## config.mk

```make
export PLATFORM = sky130hd
export DESIGN_NAME = pio_pin_latch_flat
export DESIGN_NICKNAME = d
export VERILOG_FILES = /design/src/rtl/pio_pin_latch_pkg.sv /design/src/rtl/pio_pin_latch_if.sv /design/src/rtl/pio_pin_latch_window.sv /design/src/rtl/pio_pin_latch.sv /design/src/flat_wrapper.sv
export SDC_FILE = /design/constraint.sdc
export NUM_CORES = 1
export LEC_CHECK = 0
export CELL_PAD_IN_SITES_DETAIL_PLACEMENT = 1
export CELL_PAD_IN_SITES_GLOBAL_PLACEMENT = 2
export CORE_ASPECT_RATIO = 1.75
export CORE_MARGIN = 2
export CORE_UTILIZATION = 34
export DETAILED_ROUTE_END_ITERATION = 6
export PLACE_DENSITY = 0.94
export SKIP_LAST_GASP = 1
export SLEW_MARGIN = 10
export SYNTH_ARGS = -nofsm -noshare
export SYNTH_HDL_FRONTEND = slang
export SYNTH_SLANG_ARGS = --single-unit
```

## constraint.sdc

```tcl
create_clock -name clk -period 9.3 [get_ports clk]
set_input_delay 1.86 -clock clk [delete_from_list [all_inputs] [get_ports clk]]
set_output_delay 1.86 -clock clk [all_outputs]
set_load 0.01 [all_outputs]
```

## src/rtl/pio_pin_latch_pkg.sv

```systemverilog
// Shared constants for the per-FSM pin latch: pin count, window limits,
// counter widths and the order in which write sources are layered.
package pio_pin_latch_pkg;

  localparam int NUM_PINS      = 32;
  localparam int SET_MAX       = 5;
  localparam int SIDESET_MAX   = 5;
  localparam int PIN_W         = $clog2(NUM_PINS);
  localparam int OUT_CNT_W     = 6;
  localparam int SET_CNT_W     = 3;
  localparam int SIDESET_CNT_W = 3;
  localparam int SET_DATA_W    = 5;
  localparam int SIDESET_DATA_W = 5;

  // Write sources for one latch.
  typedef enum logic [1:0] {
    SRC_HOST    = 2'd0,
    SRC_OUT     = 2'd1,
    SRC_SET     = 2'd2,
    SRC_SIDESET = 2'd3
  } src_e;

  localparam int NUM_SRC = 4;

  // Sources are applied in this order, so a later entry overwrites an
  // earlier one on overlapping pins: side-set > SET > OUT > host.
  localparam src_e PRIO_LOW_TO_HIGH [NUM_SRC] =
    '{SRC_HOST, SRC_OUT, SRC_SET, SRC_SIDESET};

  // Rotate a pin vector left, so bit i lands on pin (i + sh) mod NUM_PINS.
  function automatic logic [NUM_PINS-1:0] rotl_pins(
    input logic [NUM_PINS-1:0] x,
    input logic [PIN_W-1:0]    sh
  );
    logic [2*NUM_PINS-1:0] dbl;
    dbl = {x, x} << sh;
    return dbl[2*NUM_PINS-1:NUM_PINS];
  endfunction

endpackage

```

## src/rtl/pio_pin_latch_if.sv

```systemverilog
// Event and result bundle between the FSM execute stage / host debug port
// (master) and the pin latch (slave).
interface pio_pin_latch_if;
  import pio_pin_latch_pkg::*;

  logic                      fsm_enable;
  logic [PIN_W-1:0]          out_base;
  logic [PIN_W-1:0]          set_base;
  logic [PIN_W-1:0]          sideset_base;
  logic                      sideset_pindirs;
  logic                      out_valid;
  logic                      out_to_dirs;
  logic [NUM_PINS-1:0]       out_data;
  logic [OUT_CNT_W-1:0]      out_count;
  logic                      set_valid;
  logic                      set_to_dirs;
  logic [SET_DATA_W-1:0]     set_data;
  logic [SET_CNT_W-1:0]      set_count;
  logic                      sideset_valid;
  logic [SIDESET_DATA_W-1:0] sideset_data;
  logic [SIDESET_CNT_W-1:0]  sideset_count;
  logic                      host_we_pins;
  logic                      host_we_dirs;
  logic [NUM_PINS-1:0]       host_mask;
  logic [NUM_PINS-1:0]       host_data;
  logic [NUM_PINS-1:0]       fsm_output;
  logic [NUM_PINS-1:0]       fsm_drive;
  logic                      write_conflict;

  modport master (
    output fsm_enable, out_base, set_base, sideset_base, sideset_pindirs,
           out_valid, out_to_dirs, out_data, out_count,
           set_valid, set_to_dirs, set_data, set_count,
           sideset_valid, sideset_data, sideset_count,
           host_we_pins, host_we_dirs, host_mask, host_data,
    input  fsm_output, fsm_drive, write_conflict
  );

  modport slave (
    input  fsm_enable, out_base, set_base, sideset_base, sideset_pindirs,
           out_valid, out_to_dirs, out_data, out_count,
           set_valid, set_to_dirs, set_data, set_count,
           sideset_valid, sideset_data, sideset_count,
           host_we_pins, host_we_dirs, host_mask, host_data,
    output fsm_output, fsm_drive, write_conflict
  );

endinterface

```

## src/rtl/pio_pin_latch_window.sv

```systemverilog
// Combinational pin window: turns (base, count, data) into a pin mask and
// pin-aligned data, clamping count and wrapping pins modulo NUM_PINS.
module pio_pin_window
  import pio_pin_latch_pkg::*;
#(
  parameter int DATA_W  = 32,
  parameter int CNT_W   = 6,
  parameter int MAX_CNT = 32
) (
  input  logic [PIN_W-1:0]    base,
  input  logic [CNT_W-1:0]    count,
  input  logic [DATA_W-1:0]   data,
  output logic [NUM_PINS-1:0] mask,
  output logic [NUM_PINS-1:0] data_rot
);

  int                  cnt_clamped;
  logic [NUM_PINS-1:0] mask_lin;
  logic [NUM_PINS-1:0] data_lin;

  // Clamp the count, build the unrotated mask/data, then rotate onto pins.
  always_comb begin
    cnt_clamped = (int'(count) > MAX_CNT) ? MAX_CNT : int'(count);
    mask_lin    = '0;
    for (int i = 0; i < NUM_PINS; i++) begin
      mask_lin[i] = (i < cnt_clamped);
    end
    data_lin             = '0;
    data_lin[DATA_W-1:0] = data;
    mask                 = rotl_pins(mask_lin, base);
    data_rot             = rotl_pins(data_lin & mask_lin, base);
  end

endmodule

```

## src/rtl/pio_pin_latch.sv

```systemverilog
// Per-FSM sticky pin output and pin direction latches. OUT, SET, side-set
// and host writes are windowed, layered by priority per latch, and
// registered for the output arbitrator.
module pio_pin_latch
  import pio_pin_latch_pkg::*;
(
  input  logic           clk,
  input  logic           rst,
  pio_pin_latch_if.slave bus
);

  logic out_vld, set_vld, sideset_vld;

  logic [NUM_PINS-1:0] out_mask, out_rot;
  logic [NUM_PINS-1:0] set_mask, set_rot;
  logic [NUM_PINS-1:0] sideset_mask, sideset_rot;

  // Per-source masks and data, one set per latch, indexed by src_e.
  logic [NUM_PINS-1:0] pins_mask [NUM_SRC];
  logic [NUM_PINS-1:0] pins_data [NUM_SRC];
  logic [NUM_PINS-1:0] dirs_mask [NUM_SRC];
  logic [NUM_PINS-1:0] dirs_data [NUM_SRC];

  logic [NUM_PINS-1:0] output_nxt, drive_nxt;
  logic [NUM_PINS-1:0] output_p0, drive_p0;
  logic                conflict_p0;

  assign out_vld     = bus.out_valid     & bus.fsm_enable;
  assign set_vld     = bus.set_valid     & bus.fsm_enable;
  assign sideset_vld = bus.sideset_valid & bus.fsm_enable;

  pio_pin_window #(.DATA_W(NUM_PINS), .CNT_W(OUT_CNT_W), .MAX_CNT(NUM_PINS)) u_out_win (
    .base     (bus.out_base),
    .count    (bus.out_count),
    .data     (bus.out_data),
    .mask     (out_mask),
    .data_rot (out_rot)
  );

  pio_pin_window #(.DATA_W(SET_DATA_W), .CNT_W(SET_CNT_W), .MAX_CNT(SET_MAX)) u_set_win (
    .base     (bus.set_base),
    .count    (bus.set_count),
    .data     (bus.set_data),
    .mask     (set_mask),
    .data_rot (set_rot)
  );

  pio_pin_window #(.DATA_W(SIDESET_DATA_W), .CNT_W(SIDESET_CNT_W), .MAX_CNT(SIDESET_MAX)) u_sideset_win (
    .base     (bus.sideset_base),
    .count    (bus.sideset_count),
    .data     (bus.sideset_data),
    .mask     (sideset_mask),
    .data_rot (sideset_rot)
  );

  // Route each source to the latch its select points at; idle sources get an empty mask.
  always_comb begin
    pins_mask[SRC_HOST]    = bus.host_we_pins ? bus.host_mask : '0;
    pins_data[SRC_HOST]    = bus.host_data;
    dirs_mask[SRC_HOST]    = bus.host_we_dirs ? bus.host_mask : '0;
    dirs_data[SRC_HOST]    = bus.host_data;

    pins_mask[SRC_OUT]     = (out_vld && !bus.out_to_dirs) ? out_mask : '0;
    pins_data[SRC_OUT]     = out_rot;
    dirs_mask[SRC_OUT]     = (out_vld &&  bus.out_to_dirs) ? out_mask : '0;
    dirs_data[SRC_OUT]     = out_rot;

    pins_mask[SRC_SET]     = (set_vld && !bus.set_to_dirs) ? set_mask : '0;
    pins_data[SRC_SET]     = set_rot;
    dirs_mask[SRC_SET]     = (set_vld &&  bus.set_to_dirs) ? set_mask : '0;
    dirs_data[SRC_SET]     = set_rot;

    pins_mask[SRC_SIDESET] = (sideset_vld && !bus.sideset_pindirs) ? sideset_mask : '0;
    pins_data[SRC_SIDESET] = sideset_rot;
    dirs_mask[SRC_SIDESET] = (sideset_vld &&  bus.sideset_pindirs) ? sideset_mask : '0;
    dirs_data[SRC_SIDESET] = sideset_rot;
  end

  // Layer sources lowest priority first so higher ones overwrite shared pins.
  always_comb begin
    output_nxt = output_p0;
    drive_nxt  = drive_p0;
    for (int k = 0; k < NUM_SRC; k++) begin
      output_nxt = (output_nxt & ~pins_mask[PRIO_LOW_TO_HIGH[k]])
                 | (pins_data[PRIO_LOW_TO_HIGH[k]] & pins_mask[PRIO_LOW_TO_HIGH[k]]);
      drive_nxt  = (drive_nxt & ~dirs_mask[PRIO_LOW_TO_HIGH[k]])
                 | (dirs_data[PRIO_LOW_TO_HIGH[k]] & dirs_mask[PRIO_LOW_TO_HIGH[k]]);
    end
  end

  // ---- stage p0: registered latches and conflict pulse ----
  // Hold latch state; reset discards any event presented in the same cycle.
  always_ff @(posedge clk) begin
    if (rst) begin
      output_p0   <= '0;
      drive_p0    <= '0;
      conflict_p0 <= 1'b0;
    end else begin
      output_p0   <= output_nxt;
      drive_p0    <= drive_nxt;
      conflict_p0 <= out_vld & set_vld;
    end
  end

  assign bus.fsm_output     = output_p0;
  assign bus.fsm_drive      = drive_p0;
  assign bus.write_conflict = conflict_p0;

endmodule

```

## src/flat_wrapper.sv

```systemverilog
// flat-port wrapper written by rule: the top's interface ports become plain ports
module pio_pin_latch_flat import pio_pin_latch_pkg::*;
  (clk, rst, bus_fsm_enable, bus_out_base, bus_set_base, bus_sideset_base, bus_sideset_pindirs, bus_out_valid, bus_out_to_dirs, bus_out_data, bus_out_count, bus_set_valid, bus_set_to_dirs, bus_set_data, bus_set_count, bus_sideset_valid, bus_sideset_data, bus_sideset_count, bus_host_we_pins, bus_host_we_dirs, bus_host_mask, bus_host_data, bus_fsm_output, bus_fsm_drive, bus_write_conflict);
  pio_pin_latch_if bus_i ();
  input  logic clk;
  input  logic rst;
  input wire logic [$bits(bus_i.fsm_enable)-1:0] bus_fsm_enable;
  input wire logic [$bits(bus_i.out_base)-1:0] bus_out_base;
  input wire logic [$bits(bus_i.set_base)-1:0] bus_set_base;
  input wire logic [$bits(bus_i.sideset_base)-1:0] bus_sideset_base;
  input wire logic [$bits(bus_i.sideset_pindirs)-1:0] bus_sideset_pindirs;
  input wire logic [$bits(bus_i.out_valid)-1:0] bus_out_valid;
  input wire logic [$bits(bus_i.out_to_dirs)-1:0] bus_out_to_dirs;
  input wire logic [$bits(bus_i.out_data)-1:0] bus_out_data;
  input wire logic [$bits(bus_i.out_count)-1:0] bus_out_count;
  input wire logic [$bits(bus_i.set_valid)-1:0] bus_set_valid;
  input wire logic [$bits(bus_i.set_to_dirs)-1:0] bus_set_to_dirs;
  input wire logic [$bits(bus_i.set_data)-1:0] bus_set_data;
  input wire logic [$bits(bus_i.set_count)-1:0] bus_set_count;
  input wire logic [$bits(bus_i.sideset_valid)-1:0] bus_sideset_valid;
  input wire logic [$bits(bus_i.sideset_data)-1:0] bus_sideset_data;
  input wire logic [$bits(bus_i.sideset_count)-1:0] bus_sideset_count;
  input wire logic [$bits(bus_i.host_we_pins)-1:0] bus_host_we_pins;
  input wire logic [$bits(bus_i.host_we_dirs)-1:0] bus_host_we_dirs;
  input wire logic [$bits(bus_i.host_mask)-1:0] bus_host_mask;
  input wire logic [$bits(bus_i.host_data)-1:0] bus_host_data;
  output wire logic [$bits(bus_i.fsm_output)-1:0] bus_fsm_output;
  output wire logic [$bits(bus_i.fsm_drive)-1:0] bus_fsm_drive;
  output wire logic [$bits(bus_i.write_conflict)-1:0] bus_write_conflict;
  assign bus_i.fsm_enable = bus_fsm_enable;
  assign bus_i.out_base = bus_out_base;
  assign bus_i.set_base = bus_set_base;
  assign bus_i.sideset_base = bus_sideset_base;
  assign bus_i.sideset_pindirs = bus_sideset_pindirs;
  assign bus_i.out_valid = bus_out_valid;
  assign bus_i.out_to_dirs = bus_out_to_dirs;
  assign bus_i.out_data = bus_out_data;
  assign bus_i.out_count = bus_out_count;
  assign bus_i.set_valid = bus_set_valid;
  assign bus_i.set_to_dirs = bus_set_to_dirs;
  assign bus_i.set_data = bus_set_data;
  assign bus_i.set_count = bus_set_count;
  assign bus_i.sideset_valid = bus_sideset_valid;
  assign bus_i.sideset_data = bus_sideset_data;
  assign bus_i.sideset_count = bus_sideset_count;
  assign bus_i.host_we_pins = bus_host_we_pins;
  assign bus_i.host_we_dirs = bus_host_we_dirs;
  assign bus_i.host_mask = bus_host_mask;
  assign bus_i.host_data = bus_host_data;
  assign bus_fsm_output = bus_i.fsm_output;
  assign bus_fsm_drive = bus_i.fsm_drive;
  assign bus_write_conflict = bus_i.write_conflict;
  pio_pin_latch u_core (.clk(clk), .rst(rst), .bus(bus_i));
endmodule
```

# Word level (Yosys, flattened, before mapping)
# Index checks and enable logic that the tools add are counted.
dict set report classes {
  n_lt_le_gt_ge 99
  shifts 6
  muxes 11
  n_bitwise 39
  n_reduce_logical 9
}
# operator n
set op_table {}
lappend op_table {{$and 32x32->32} 17}
lappend op_table {{$shl 64x5->64} 6}
lappend op_table {{$mux 32} 8}
lappend op_table {{$not 32->32} 8}
lappend op_table {{$or 32x32->32} 8}
lappend op_table {{$lt 5x3->1 const A} 32}
lappend op_table {{$lt 5x6->1 const A} 16}
lappend op_table {{$and 5x32->32} 2}
lappend op_table {{$lt 4x3->1 const A} 16}
lappend op_table {{$lt 4x6->1 const A} 8}
lappend op_table {{$lt 3x3->1 const A} 8}
lappend op_table {{$lt 3x6->1 const A} 4}
lappend op_table {{$lt 1x3->1 const A} 4}
lappend op_table {{$lt 1x6->1 const A} 2}
lappend op_table {{$lt 2x3->1 const A} 4}
lappend op_table {{$lt 2x6->1 const A} 2}
lappend op_table {{$gt 3x3->1 const B} 2}
lappend op_table {{$gt 6x6->1 const B} 1}
lappend op_table {{$logic_and 1x1->1} 6}
lappend op_table {{$mux 3} 2}
lappend op_table {{$mux 6} 1}
lappend op_table {{$and 1x1->1} 4}
lappend op_table {{$logic_not 1->1} 3}
dict set report word_totals {
  register_bits 65
  in_bits 144
  out_inout_bits 65
  elab_cells 167
}

# Depth between registers and ports, before layout
# Gate-level depths: netlist of the first run.
dict set report logic_depth {
  word_depth 12
  mapped_depth 12
  mapped_depth_nobuf 8
}

# Hierarchy
# A second synthesis of the first run with hierarchy kept.
dict set report hier_totals {
  cells_unflattened 1829
  hier_area_um2 12484.5
}
# mod instances cells_per_inst area_each_um2 seq_area_each_um2
set by_module_without_submodules {}
lappend by_module_without_submodules {pio_pin_latch 1 742 5313.8 1301.2}
lappend by_module_without_submodules {{pio_pin_window (u_core.u_out_win)} 1 701 4908.5 0.0}
lappend by_module_without_submodules {{pio_pin_window (u_core.u_set_win ...)} 2 193 1131.1 0.0}

# Least setup slack after synthesis of the first run
# No wires, ideal clock.
dict set report synth_path {
  path_type {input -> register}
  start {in bus_out_count[0]}
  end {reg with a tool-made name}
  setup_time_ns 0.126
  arrival_ns 4.104
  required_ns 9.174
  slack_ns 5.071
  stages 10
  path_buffers 3
  cell_sequence {buf_4 > buf_6 > buf_2 > nor3_1 > o221ai_1 > a211o_1 > mux4_2 > a221o_1 > o211ai_2 > o22ai_1}
}
# element line
set synth_lines {}
lappend synth_lines {{from (decl)} flat_wrapper.sv:15} ;# input wire logic [$bits(bus_i.out_count)-1:0] bus_out_count;

==> metrics.md, run 1 <==
| Metric | Value |
|---|---|
| Status | finished clean |
| Post-DR wirelength/cell | 32.0 um |
| Post-synth EDFFs | 0 |
| PnR worst setup slack | 3.90 ns |
| Starting Density | between 30% and 40% |
| Top-count cell post-synth | nand2_1 |
| Port bufs | 208 |
| Pin count of the biggest net entering global routing | 65 |
| Xor and xnor fraction of the mapped netlist area | 0% |
| Post-synth top cells | 229 x nand2_1, 177 x nor2_1, 134 x a21oi_1 |
| Measured slew at the worst slew-check pin | 1.11 ns |
| Layout cells sized above 1 | 9.14% |
| H-Tree Depth | 3 |
| Compound-gate portion of the synthesized area | between 40 and 50% |
| Post-synthesis mux area share | 11.5% |
| Die W | 157 um |
| Die Footprint | 42400 um2 |
| Core area | 40100 um2 |
| Setup TNS | 0 ns |
| Layout Nets | 2240 |
| Area share of the largest cell type after synthesis | approximately a tenth |
| Post-CTS Setup Bufs | 0 |
| Leading area contributor after synthesis | dfxtp_1 |
| HPWL after DPL | ~64 mm |
| Async SR Flop Fraction | 0% |
| Placed Instance Area | approximately 16000 um2 |
| Syn Nets | 2170 |
| Yosys Warn Count | 0 |
| Synth area leaders | dfxtp_1 9.4%, nand2_1 6.2%, mux2i_1 5.4% |
| Final worst-path cycle share | 58.1% |
| Seq/Total Area, Yosys | a little under a tenth |
| Non-filler instance count after layout | 2596 |
| Slew headroom | 26.2% |
| Fmax | 185 MHz |
| Worst Hold Margin | 0.571 ns |
| Final instance area | 16200 um2 |
| Vias in the first global route | 19200 |
| Yosys reg bits | 65 |
| TritonCTS clock tree | yes |
| Global placement routability congestion | 1.05 |
| Post-Synth Adder-Cell Area | 0% |
| WP data required | 9.57 ns |
| Crit start category | input port |
| Clk sink count | 65 |
| Total GRT Usage | 37.9% |
| Iteration count of the initial detailed-routing pass | 7 |
| Drt total wl | 82.9 mm |
| Main synth FF type | dfxtp_1 |
| Fill cells | 5049 |
| WP data arrival | 5.67 ns |
| Hold WC Path Type | reg -> reg |
| Area growth, synth to finish | 17.0% |
| Die Ht | about 270 um |
| Cts hold-fix bufs | 0 |
| Antenna violations before repair | 1 |
| Peak fanout along the critical path | 59 |
| Met2 usage | 63.7% |
| Vias | ~19000 |
| Power Dens Cells | between 90 and 100 nW/um2 |
| Residual DRC count | 0 |
| Main combinational cell family by area after synthesis | compound AO/OA/AOI/OAI gates |
| Cell row count | between 90 and 100 |
| Hold path cells | 3 |
| Synth Area in Simple Gates | 27.4% |
| LEAKAGE | approximately 0.0055 uW |
| First-pass GRT wire length | roughly 120 mm |
| Initial DRC count | 1951 |
| N_diodes | 0 |
| CTS Root Cell | clkbuf_16 |
| Crit Path Class | in -> reg |
| Dpl cells | 2580 |
| FF-to-FF path depth | 4 |
| Maximum vdd drop | 0.0766 mV |
| Ports | 209 |
| Slew Limit Fails | 0 |
| Final setup vio count | 0 |
| Post-route ant nets | 0 |
| R2r setup slk | 8.02 ns |
| Mean post-synth cell area | ~6.8 um2 |
| Vias per cell | approximately 7.3 |
| Cell variety after synth | 101 |
| GRT overflow | 0 |
| CP Capture Type | flop |
| Endpoints failing hold | 0 |
| Max_cap viols | 0 |
| Setup WS pre-CTS | 3.63 ns |
| Synth Instances | slightly above 2000 |
| Post-CTS sizing | 0 |
| Final min period | around 5.4 ns |
| Routing usage on met1 | 37.8% |
| RSZ-0062 raised after global routing | no |
| Gr busiest metal | met2 |
| Setup Skew | 0 ns |
| Post-synthesis cell area | 13800 um2 |
| TritonCTS Buffers | 9 |
| Worst skew pair latency | ~0.37 ns |
| Clk buf depth | 2 |
| Clk pin slew, worst setup/hold paths | about 0.07 ns |
| Global Route met3 Usage | ~7.4% |
cell families (layout without fill, tap and decap cells):
group | Yosys count | after routing
mux | 128 | 128
flops | 65 | 65
buf+inv | 228 | 303
simple gates | 773 | 773
compound gates | 832 | 832
cell type report:
class	instances	area, um2	area share, %
sequential	65	1300	8.04
tap	495	619	3.82
clock inverter	6	67.6	0.417
timing repair buffer	248	2320	14.3
inverter	39	146	0.904
clock buffer	10	239	1.48
multi-input combinational	1733	11500	71.0
layout by cell type, fill, tap and decap left out, types with 19 or more instances in the layout:
cell type        netlist  final
nand2_1              229    229
o21a_1                26     26
mux4_2                22     22
a221oi_1              25     25
nor2_1               177    176
inv_1                 30     30
a21o_1                21     21
and2_1                23     23
clkdlybuf4s50_1        0    195
o21ai_0              107    107
and3_1                19     19
buf_4                 18     40
a211oi_1              40     40
o31ai_1               29     29
mux2_2                31     31
a22oi_1               19     19
o22ai_1               42     42
nand4_1               36     36
nand2b_1              27     27
a21oi_1              134    134
o211ai_1              35     35
nand3_1               78     78
a31oi_1               49     49
nor3_1                66     66
a211o_1               28     28
dfxtp_1               65     65
mux2i_1               75     75
worst max-delay path, stage by stage:
cell      delay (ns)
buf_2           0.09
buf_4           0.32
a211oi_1        0.98
a211oi_1        0.39
a211oi_1        0.62
mux2i_1         0.26
mux2i_1         0.26
o21ai_1         0.23
a311o_1         0.41
a31o_1          0.21
worst max-delay path by stage:
stage / endpoint / cells past startpoint / from / slack [ns]
2_1_floorplan: flop / 10 / bus_out_count[0] / 5.07
6_report: flop / 10 / bus_out_count[2] / 3.90
5_1_grt: flop / 10 / bus_out_count[2] / 3.83
4_1_cts: flop / 10 / bus_out_count[2] / 4.01
3_3_place_gp: flop / 10 / bus_out_count[2] / 3.70
3_5_place_dp: flop / 10 / bus_out_count[2] / 3.63
power by group:
group | total [uW] | internal (uW) | switching (uW)
clock network | 382 | 216 | 166
logic | 871 | 316 | 555
registers | 326 | 304 | 22.8
total | 1580 | 835 | 744
routing by layer:
layer | wire, um | share of wire, %
met3 | 6060 | 7.3
met2 | 38900 | 47
met4 | 10200 | 12
met1 | 27800 | 34
met5 | 0 | 0
per-stage QoR:
stage          power, uW  utilization, %
6_report            1580            40.4
2_1_floorplan        819               -
5_1_grt             1620            40.4
3_5_place_dp        1170            39.6
4_1_cts             1550            40.4
3_3_place_gp        1160            39.6
(Power assumes the default switching activity.)
==> inputs of run 2 (changes only) <==
--- a/config.mk
+++ b/config.mk
@@ -9,9 +9,9 @@
 export CELL_PAD_IN_SITES_GLOBAL_PLACEMENT = 2
 export CORE_ASPECT_RATIO = 1.75
 export CORE_MARGIN = 2
-export CORE_UTILIZATION = 34
+export CORE_UTILIZATION = 28
 export DETAILED_ROUTE_END_ITERATION = 6
-export PLACE_DENSITY = 0.94
+export PLACE_DENSITY = 0.83
 export SKIP_LAST_GASP = 1
 export SLEW_MARGIN = 10
 export SYNTH_ARGS = -nofsm -noshare
==> constraint.sdc (replaced) <==
create_clock -name clk -period 4.6 [get_ports clk]
set_input_delay 0.92 -clock clk [delete_from_list [all_inputs] [get_ports clk]]
set_output_delay 0.92 -clock clk [all_outputs]
set_load 0.01 [all_outputs]
==> run 2 against run 1 <==
Clock power rose by 88%. Die area rose by 21%. First-iteration DRC count fell by 8.5%. Cell count grew 11%. Global-route usage fell by 4.0 points. Worst setup slack got worse by 3.5 ns. Sequential share of layout area shrank 0.60 points. Clock skew unchanged. Total power increased by 110%. Design area grew 8.0%.
==> metrics.md, run 2 (synthesis results as in run 1) <==
| Metric | Value |
|---|---|
| Measured slew at the worst slew-check pin | 1.20 ns |
| Layout cells sized above 1 | 14.4% |
| Vias per cell | 6.68 |
| Vias | about 19000 |
| RSZ-0062 raised after global routing | no |
| Die Footprint | roughly 51000 um2 |
| GRT overflow | 0 |
| CTS Root Cell | clkbuf_16 |
| Area of the multi-input gates | 11500 um2 |
| Final min period | between 4 and 5 ns |
| Clk sink count | 65 |
| Antenna violations before repair | 0 |
| Worst skew pair latency | 0.36 ns |
| Setup Skew | 0 ns |
| Fill cells | approximately 6000 |
| Crit start category | input port |
| WP data arrival | 4.42 ns |
| Most frequent cells in the layout | 229 x nand2_1, 195 x clkdlybuf4s50_1, 176 x nor2_1, 166 x buf_4, 134 x a21oi_1 |
| Residual DRC count | 0 |
| Post-CTS sizing | 0 |
| Worst Hold Margin | 0.546 ns |
| Placed Instance Area | ~17000 um2 |
| Fmax | 240 MHz |
| PnR worst setup slack | 0.437 ns |
| Final setup vio count | 0 |
| R2r setup slk | around 3.3 ns |
| Area growth, synth to finish | 26.4% |
| Slew headroom | 19.4% |
| HPWL after DPL | 71.9 mm |
| Crit Path Class | in -> reg |
| Setup TNS | 0 ns |
| Post-route ant nets | 0 |
| Peak fanout along the critical path | 9 |
| Post-DR wirelength/cell | 30.9 um |
| Iteration count of the initial detailed-routing pass | 7 |
| First-pass GRT wire length | 129 mm |
| H-Tree Depth | 3 |
| Endpoints failing hold | 0 |
| Die Ht | 298 um |
| Non-filler instance count after layout | 2889 |
| LEAKAGE | 0.00617 uW |
| Slew Limit Fails | 0 |
| Clk buf depth | 2 |
| Cell row count | 107 |
| WP data required | about 4.9 ns |
| Most common cell after layout, fill and taps aside | nand2_1 |
| Cts hold-fix bufs | 0 |
| Status | finished clean |
| Max_cap viols | 0 |
| Dpl cells | 2875 |
| Clk pin slew, worst setup/hold paths | 0.07 ns |
| Setup WS pre-CTS | between 0.15 and 0.2 ns |
| Power Dens Cells | 188 nW/um2 |
| Reg area | approximately 1300 um2 |
| Post-CTS Setup Bufs | 0 |
| Core area | slightly below 50000 um2 |
| Global placement routability congestion | approximately 1.0 |
| Final worst-path cycle share | around nine tenths |
| Port bufs | 208 |
| TritonCTS Buffers | 9 |
| TritonCTS clock tree | yes |
| Layout Nets | 2376 |
| Drt total wl | 89.3 mm |
| Hold WC Path Type | reg -> reg |
| Final instance area | about 17000 um2 |
| Vias in the first global route | 19500 |
| Pin count of the biggest net entering global routing | 56 |
| CP Capture Type | flop |
| Die W | 172 um |
| Total GRT Usage | 33.9% |
| Starting Density | between 20 and 30% |
| Worst setup path start | bus_out_count[4] |
| Initial DRC count | 1785 |
| Ports | roughly 210 |
| Maximum vdd drop | 0.191 mV |
[run 2: cell types whose count changed in the layout (fill, tap and decap cells not counted), sizes merged]
cell	before	now
diode	0	1
clkbuf	10	13
buf	53	189
clkinvlp	2	0
bufinv	1	0
clkinv	10	7
[run 2: worst paths after layout]
path              cells past startpoint    to
setup / recovery                     11  flop
hold / removal                        2  flop
hold reg to reg                       2  flop
setup reg to reg                      4  flop
[run 2: final cells by class]
class / instances / share of cell area (%)
diodes: 1 / 0.0143
clock buffers: 13 / 1.55
inverters: 39 / 0.837
multi-input cells: 1733 / 65.7
flip-flops and latches: 65 / 7.44
well taps: 654 / 4.68
repair buffers: 384 / 19.8
[run 2: through the flow]
step,utilization [%],power [uW]
after floorplan,-,1650
after global placement,35.3,2500
after detailed placement,35.3,2530
after CTS,35.9,3250
after global routing,35.9,3410
final,35.9,3290
[run 2: metal layers]
metal / vias to the layer above / part of all wire (%) / wire length (um) / track usage (%)
li1: 8443 / - / - / -
met1: 9476 / 35 / 31100 / 34.9
met2: 1014 / 48 / 42400 / 57.4
met3: 365 / 6.1 / 5440 / 4.84
met4: 0 / 11 / 10200 / 32.9
met5: - / 0 / 0 / 0
[run 2: power by group]
part           switching (uW)  internal, uW
Clock                     317           402
Combinational            1180           737
Sequential               43.5           614
Total                    1540          1750
[run 2: worst max-delay path, cell delays in order]
cell and delay (ns):
clkdlybuf4s50_1 0.66, buf_4 0.24, nor3_2 0.04, buf_4 0.19, a2111oi_2 0.42, nor2_1 0.17
a221oi_1 0.44, o211ai_1 0.19, mux2i_1 0.63, a31oi_1 0.17, a211oi_1 0.32
